### src/rtl/alarm_trigger.sv
// -----------------------------------------------------------------------------
// alarm_trigger
//
// Compares the stored alarm time against the running clock time. When the
// alarm is armed and the clock enters the matching minute, it starts a ring
// event with a 1 s on / 1 s off buzzer. During the event the stop button
// ends it. The snooze button silences it for SNOOZE_SECONDS ticks, and each
// event allows at most MAX_SNOOZE snoozes. If a ring is not answered within
// RING_SECONDS ticks, the event times out and sets the sticky "missed" flag.
//
// Ports
//   clk          in   system clock, rising edge
//   reset        in   synchronous active-high reset
//   tick_1hz     in   one-clk strobe per second
//   armed        in   alarm enable (1 = armed)
//   th1..tm0     in   current time, BCD hours tens/units, minutes tens/units
//   ah1..am0     in   alarm time, same encoding
//   push_stop    in   stop button, active-low, debounced
//   push_snooze  in   snooze button, active-low, debounced
//   buzzer       out  registered beep drive
//   ringing      out  high while ringing
//   snoozing     out  high while snoozing
//   missed       out  sticky: last event timed out unanswered
//   snooze_left  out  snoozes remaining in the current event
// -----------------------------------------------------------------------------
module alarm_trigger #(
    parameter int RING_SECONDS   = 60,
    parameter int SNOOZE_SECONDS = 300,
    parameter int MAX_SNOOZE     = 3
) (
    input  logic       clk,
    input  logic       reset,
    input  logic       tick_1hz,
    input  logic       armed,
    input  logic [3:0] th1,
    input  logic [3:0] th0,
    input  logic [3:0] tm1,
    input  logic [3:0] tm0,
    input  logic [3:0] ah1,
    input  logic [3:0] ah0,
    input  logic [3:0] am1,
    input  logic [3:0] am0,
    input  logic       push_stop,
    input  logic       push_snooze,
    output logic       buzzer,
    output logic       ringing,
    output logic       snoozing,
    output logic       missed,
    output logic [3:0] snooze_left
);

    typedef enum logic [1:0] {
        IDLE    = 2'd0,
        RINGING = 2'd1,
        SNOOZE  = 2'd2
    } state_t;

    localparam logic [9:0] RING_LAST   = 10'(RING_SECONDS - 1);
    localparam logic [9:0] SNOOZE_LAST = 10'(SNOOZE_SECONDS - 1);
    localparam logic [3:0] SNOOZE_LOAD = 4'(MAX_SNOOZE);

    state_t     state_r;
    logic [9:0] sec_cnt_r;
    logic [3:0] snooze_left_r;
    logic       buzzer_r;       // doubles as the beep phase while ringing
    logic       missed_r;
    logic       match_r;
    logic       push_stop_r;
    logic       push_snooze_r;

    logic       match_s;
    logic       trigger_s;
    logic       stop_press_s;
    logic       snooze_press_s;

    assign match_s = (th1 == ah1) && (th0 == ah0) && (tm1 == am1) && (tm0 == am0);

    // Only the rising edge of match starts an event, so arming mid-minute
    // or holding the clock on the alarm minute never retriggers.
    assign trigger_s      = match_s && !match_r && armed;
    assign stop_press_s   = !push_stop && push_stop_r;
    assign snooze_press_s = !push_snooze && push_snooze_r;

    // Alarm event state machine with edge-detect history and registered outputs.
    always_ff @(posedge clk) begin
        if (reset) begin
            state_r       <= IDLE;
            sec_cnt_r     <= 10'd0;
            snooze_left_r <= 4'd0;
            buzzer_r      <= 1'b0;
            missed_r      <= 1'b0;
            match_r       <= 1'b0;
            push_stop_r   <= 1'b1;
            push_snooze_r <= 1'b1;
        end else begin
            match_r       <= match_s;
            push_stop_r   <= push_stop;
            push_snooze_r <= push_snooze;

            if (!armed) begin
                // Disarming ends any event silently; missed is left as is.
                state_r   <= IDLE;
                sec_cnt_r <= 10'd0;
                buzzer_r  <= 1'b0;
            end else begin
                case (state_r)
                    IDLE: begin
                        if (trigger_s) begin
                            state_r       <= RINGING;
                            sec_cnt_r     <= 10'd0;
                            snooze_left_r <= SNOOZE_LOAD;
                            missed_r      <= 1'b0;
                            buzzer_r      <= 1'b1;
                        end else if (stop_press_s) begin
                            missed_r <= 1'b0;
                        end else begin
                            buzzer_r <= 1'b0;
                        end
                    end
                    RINGING: begin
                        if (stop_press_s) begin
                            state_r   <= IDLE;
                            sec_cnt_r <= 10'd0;
                            buzzer_r  <= 1'b0;
                        end else if (snooze_press_s && (snooze_left_r != 4'd0)) begin
                            state_r       <= SNOOZE;
                            snooze_left_r <= snooze_left_r - 4'd1;
                            sec_cnt_r     <= 10'd0;
                            buzzer_r      <= 1'b0;
                        end else if (tick_1hz) begin
                            if (sec_cnt_r == RING_LAST) begin
                                state_r   <= IDLE;
                                sec_cnt_r <= 10'd0;
                                missed_r  <= 1'b1;
                                buzzer_r  <= 1'b0;
                            end else begin
                                sec_cnt_r <= sec_cnt_r + 10'd1;
                                buzzer_r  <= !buzzer_r;
                            end
                        end else begin
                            state_r <= RINGING;
                        end
                    end
                    SNOOZE: begin
                        if (stop_press_s) begin
                            state_r   <= IDLE;
                            sec_cnt_r <= 10'd0;
                            buzzer_r  <= 1'b0;
                        end else if (tick_1hz) begin
                            if (sec_cnt_r == SNOOZE_LAST) begin
                                state_r   <= RINGING;
                                sec_cnt_r <= 10'd0;
                                buzzer_r  <= 1'b1;
                            end else begin
                                sec_cnt_r <= sec_cnt_r + 10'd1;
                            end
                        end else begin
                            state_r <= SNOOZE;
                        end
                    end
                    default: begin
                        state_r   <= IDLE;
                        sec_cnt_r <= 10'd0;
                        buzzer_r  <= 1'b0;
                    end
                endcase
            end
        end
    end

    assign buzzer      = buzzer_r;
    assign ringing     = (state_r == RINGING);
    assign snoozing    = (state_r == SNOOZE);
    assign missed      = missed_r;
    assign snooze_left = snooze_left_r;

endmodule

### config.mk
export PLATFORM = sky130hd
export DESIGN_NAME = alarm_trigger
export DESIGN_NICKNAME = d
export VERILOG_FILES = /design/src/rtl/alarm_trigger.sv
export SDC_FILE = /design/constraint.sdc
export NUM_CORES = 1
export LEC_CHECK = 0
export BUFFER_PORTS_ARGS = -buffer_cell sky130_fd_sc_hd__buf_2
export CELL_PAD_IN_SITES_DETAIL_PLACEMENT = 1
export CELL_PAD_IN_SITES_GLOBAL_PLACEMENT = 2
export CORE_MARGIN = 5
export CORE_UTILIZATION = 31
export DETAILED_ROUTE_END_ITERATION = 7
export PLACE_DENSITY_LB_ADDON = 0.1
export SYNTH_ARGS = -nofsm -noshare
export SYNTH_HDL_FRONTEND = slang
export SYNTH_SLANG_ARGS = --single-unit
### constraint.sdc
create_clock -name clk -period 3.69 [get_ports clk]
set_input_delay 0.369 -clock clk [delete_from_list [all_inputs] [get_ports clk]]
set_output_delay 0.369 -clock clk [all_outputs]
set_load 0.02 [all_outputs]
==> reports/results.tsv <==
stage	metric	value	unit
power	cellLeakagePower	0.739	nW
synth	post_synth_num_cell_types	46	
grt	number_of_antenna_violations_at_the_first_check_in_global_routing	0	
clocking	cts.htree.levels	1	
worst_setup_path	critical_path.cell_chain	inv_1 -> ha_1 -> or3b_1 -> a2111oi_2 -> or2_2 -> o31a_1 -> nand2b_2 -> o22ai_2	
power	share_comb_of_total_power	12.6	%
timing	timing.final.max_slew_violations	0	
timing	worst_slack	1.13	ns
worst_setup_path	critPathMaxFanout	12	
drt	drt_drc_violations_left	0	
worst_setup_path	worstSetupEndpointType	register	
timing	post_route_fraction_of_the_period_consumed_by_the_critical_path	69.5	%
synth	synthesis.instances	197	
clocking	clock_insertion_delay_worst_skew	0.27	ns
power	clock_power_share	36.4	%
drt	dr.first_iter.drc_count	48	
timing	finalHoldViolCount	0	
clocking	cts_post_setup_buffers_inserted	0	
grt	grt_overflow	0	
grt	grt_util_all_layers	15.0	%
worst_setup_path	start_kind	register	
flow_run	count_of_maximum_capacitance_violations	0	
power	p_sw_share	26.1	%
worst_setup_path	cpMaxStageDelayCell	or3b_1	
grt	grt_pass1_vias	1717	
worst_setup_path	slowest_delay	0.47	ns
timing	max_freq	390	MHz
clocking	numCtsBuffers	3	
grt	grt_start_max_net_pins	14	
timing	totalNegativeSetupSlack	0	ns
floorplanning	boundaryPins	46	
worst_setup_path	critical_path.n_buffers_inverters	1	
place	globalplace.congestion	0.834	
min_path	worst_hold_path_type	input pin to register	
synth	post_synth.cell_area_avg	7.95	um2
drt	drt_pre_antenna_iters	4	
drt	drt-total-wl	4.59	mm
worst_setup_path	worst-endpoint-required	3.85	ns
synth	synth.yosys.seq_area_share	26.9	%
power	internal_power	0.331	mW
power	net-switching-power	0.117	mW
drt	vias	1610	
clocking	clock_sink_count	21	
place	port_buffers	45	
synth	yosys.area.top_type_share	26.9	%
synth	syn-num-nets	242	
status	run_status	completed	
floorplanning	rows	25	
cells_and_area	layout_utilization	39.0	%
timing	worst_pin_slew	0.512	ns
floorplanning	die_area	0.00657	mm2
worst_setup_path	worstSetupPathType	register to register	
worst_setup_path	arrival_time_worst_endpoint	2.72	ns
drt	route.antenna.remaining_nets	0	
synth	synth.ff_latch_count	21	
synth	synth-edff-count	0	
clocking	ctsHoldBuffers	0	
timing	post-route-min-period	2.56	ns
synth	yosysWarningCount	0	
clocking	cts_tree	done	
floorplanning	floorplan.core_area	0.00482	mm2
floorplanning	floorplan.initialDensity	32.5	%
grt	grt_first_pass_wirelength	7.85	mm
clocking	post_cts.resized_instances	0	
synth	synth_top_cells_by_area	dfxtp_1 27%, xor2_1 9.0%, ha_1 5.6%, nand2_1 4.3%, a21oi_1 3.8%	
floorplanning	chipHeight	81.1	um
drt	avgViaCountPerCell	5.28	
power	seq_power_share	51.0	%
timing	setup_viol_count_final	0	
place	dp_worst_setup_slack	1.11	ns
power	irDropWorstVdd	103	uV
worst_setup_path	timing.critical_path.max_delay_family	simple AND/OR/NAND/NOR gates	
floorplanning	die_w	81.1	um
synth	mappedNetlistArea	0.00157	mm2
clocking	cts.clk_slew.worst_paths	0.09	ns
cells_and_area	post_synthesis_to_final_layout_area_growth	20.0	%
drt	post_drt_wl_per_cell	15.0	um
clocking	cts-root-to-sink-buffers	2	
cells_and_area	antenna_cells_inserted	0	
cells_and_area	drive_above_1_share	25.6	%
power	cellPowerDensity	238	mW/mm2
clocking	root_buffer_cell	clkbuf_8	
place	detailed_place_hpwl	3.71	mm
timing	slew-limit-headroom	65.8	%
synth	synth_top_cell_by_area	dfxtp_1	
synth	synthArstFlopShare	0	%
timing	rsz0062_at_grt	false	
timing	finClkSkew	0.00389	ns
synth	synth-main-ff-cell	dfxtp_1	
cells_and_area	finish.net_count	284	
[placed cells by master, fill, tap and decap left out, types with 7 or more instances in the layout]
cell / instances
buf_2: 45
dfxtp_1: 21
nand2_1: 18
xor2_1: 16
a21oi_1: 12
nand3_1: 11
inv_1: 9
nand2b_1: 8
or3_1: 8
nor2_1: 7
o22ai_1: 7
ha_1: 7
[Yosys cell counts, types with 2 or more instances]
| master | n |
|---|---|
| a211oi_1 | 2 |
| a21oi_1 | 12 |
| a31oi_1 | 3 |
| a32oi_1 | 2 |
| and3_1 | 3 |
| buf_6 | 2 |
| clkbuf_1 | 6 |
| dfxtp_1 | 21 |
| ha_1 | 7 |
| inv_1 | 9 |
| mux2i_1 | 4 |
| nand2_1 | 18 |
| nand2b_1 | 8 |
| nand3_1 | 11 |
| nand4_1 | 4 |
| nor2_1 | 7 |
| nor2b_1 | 5 |
| nor3b_1 | 3 |
| nor4_1 | 5 |
| o21ai_0 | 5 |
| o22ai_1 | 7 |
| o31ai_1 | 2 |
| or2_2 | 5 |
| or3_1 | 8 |
| or4_1 | 2 |
| xor2_1 | 16 |
[registers in the layout (all words and copies together), names as in the netlist]
register and cells:
sec_cnt_r 10, snooze_left 4, state_r 2, buzzer 1, match_r 1, missed 1
push_snooze_r 1, push_stop_r 1
[stage by stage]
step           hold WS [ns]  cell area (um2)  instances  power, mW
4_1_cts               0.311             1880        305      0.454
5_1_grt               0.310             1880        305      0.471
3_3_place_gp          0.458             1830        301      0.289
3_5_place_dp          0.466             1830        301      0.290
6_report              0.316             1880        305      0.447
2_1_floorplan         0.457             1570        197      0.259
[final cells by class]
class,count,area [um2]
repair buffers,46,233
inverters,9,33.8
clock inverters,1,5.00
flip-flops and latches,21,420
fillers,633,2940
well taps,67,83.8
clock buffers,3,41.3
multi-input cells,158,1060
[layer usage]
| layer | vias to the layer above | GRT usage [%] | part of all wire [%] |
|---|---|---|---|
| li1 | 798 | - | - |
| met1 | 763 | 18.7 | 46 |
| met2 | 45 | 25.8 | 48 |
| met3 | 4 | 3.10 | 4.7 |
| met4 | 0 | 4.73 | 0.78 |
| met5 | - | 0 | 0 |
[worst register-to-register path, stage by stage (launching register included)]
cell and delay [ns]:
dfxtp_1 0.35, inv_1 0.10, ha_1 0.14, or3b_1 0.47, a2111oi_2 0.37, or2_2 0.17, o31a_1 0.40, nand2b_2 0.33
o22ai_2 0.12
[cell families after synthesis]
| logic type | share of synthesized area (%) |
|---|---|
| mux | 2.56 |
| buf+inv | 5.36 |
| fa+ha+maj | 5.60 |
| flops | 26.9 |
| compound gates | 20.5 |
| simple gates | 30.1 |
| xor+xnor | 8.95 |
[path summary, 6_finish.rpt]
check | start | end | cells past startpoint | slack [ns]
max | snooze_left[0] | sec_cnt_r[9] | 8 | 1.13
min | push_stop | push_stop_r | 2 | 0.32
max reg2reg | snooze_left[0] | sec_cnt_r[9] | 8 | 1.13
min reg2reg | buzzer | buzzer | 2 | 0.48
[power by group through the flow]
stage | clock [mW] | combinational, mW | sequential [mW]
3_3_place_gp | 0 | 0.0553 | 0.233
6_report | 0.163 | 0.0564 | 0.228
3_5_place_dp | 0 | 0.0569 | 0.233
5_1_grt | 0.180 | 0.0630 | 0.228
2_1_floorplan | 0 | 0.0261 | 0.233
4_1_cts | 0.169 | 0.0572 | 0.228
Power figures use the tool's default switching activity.
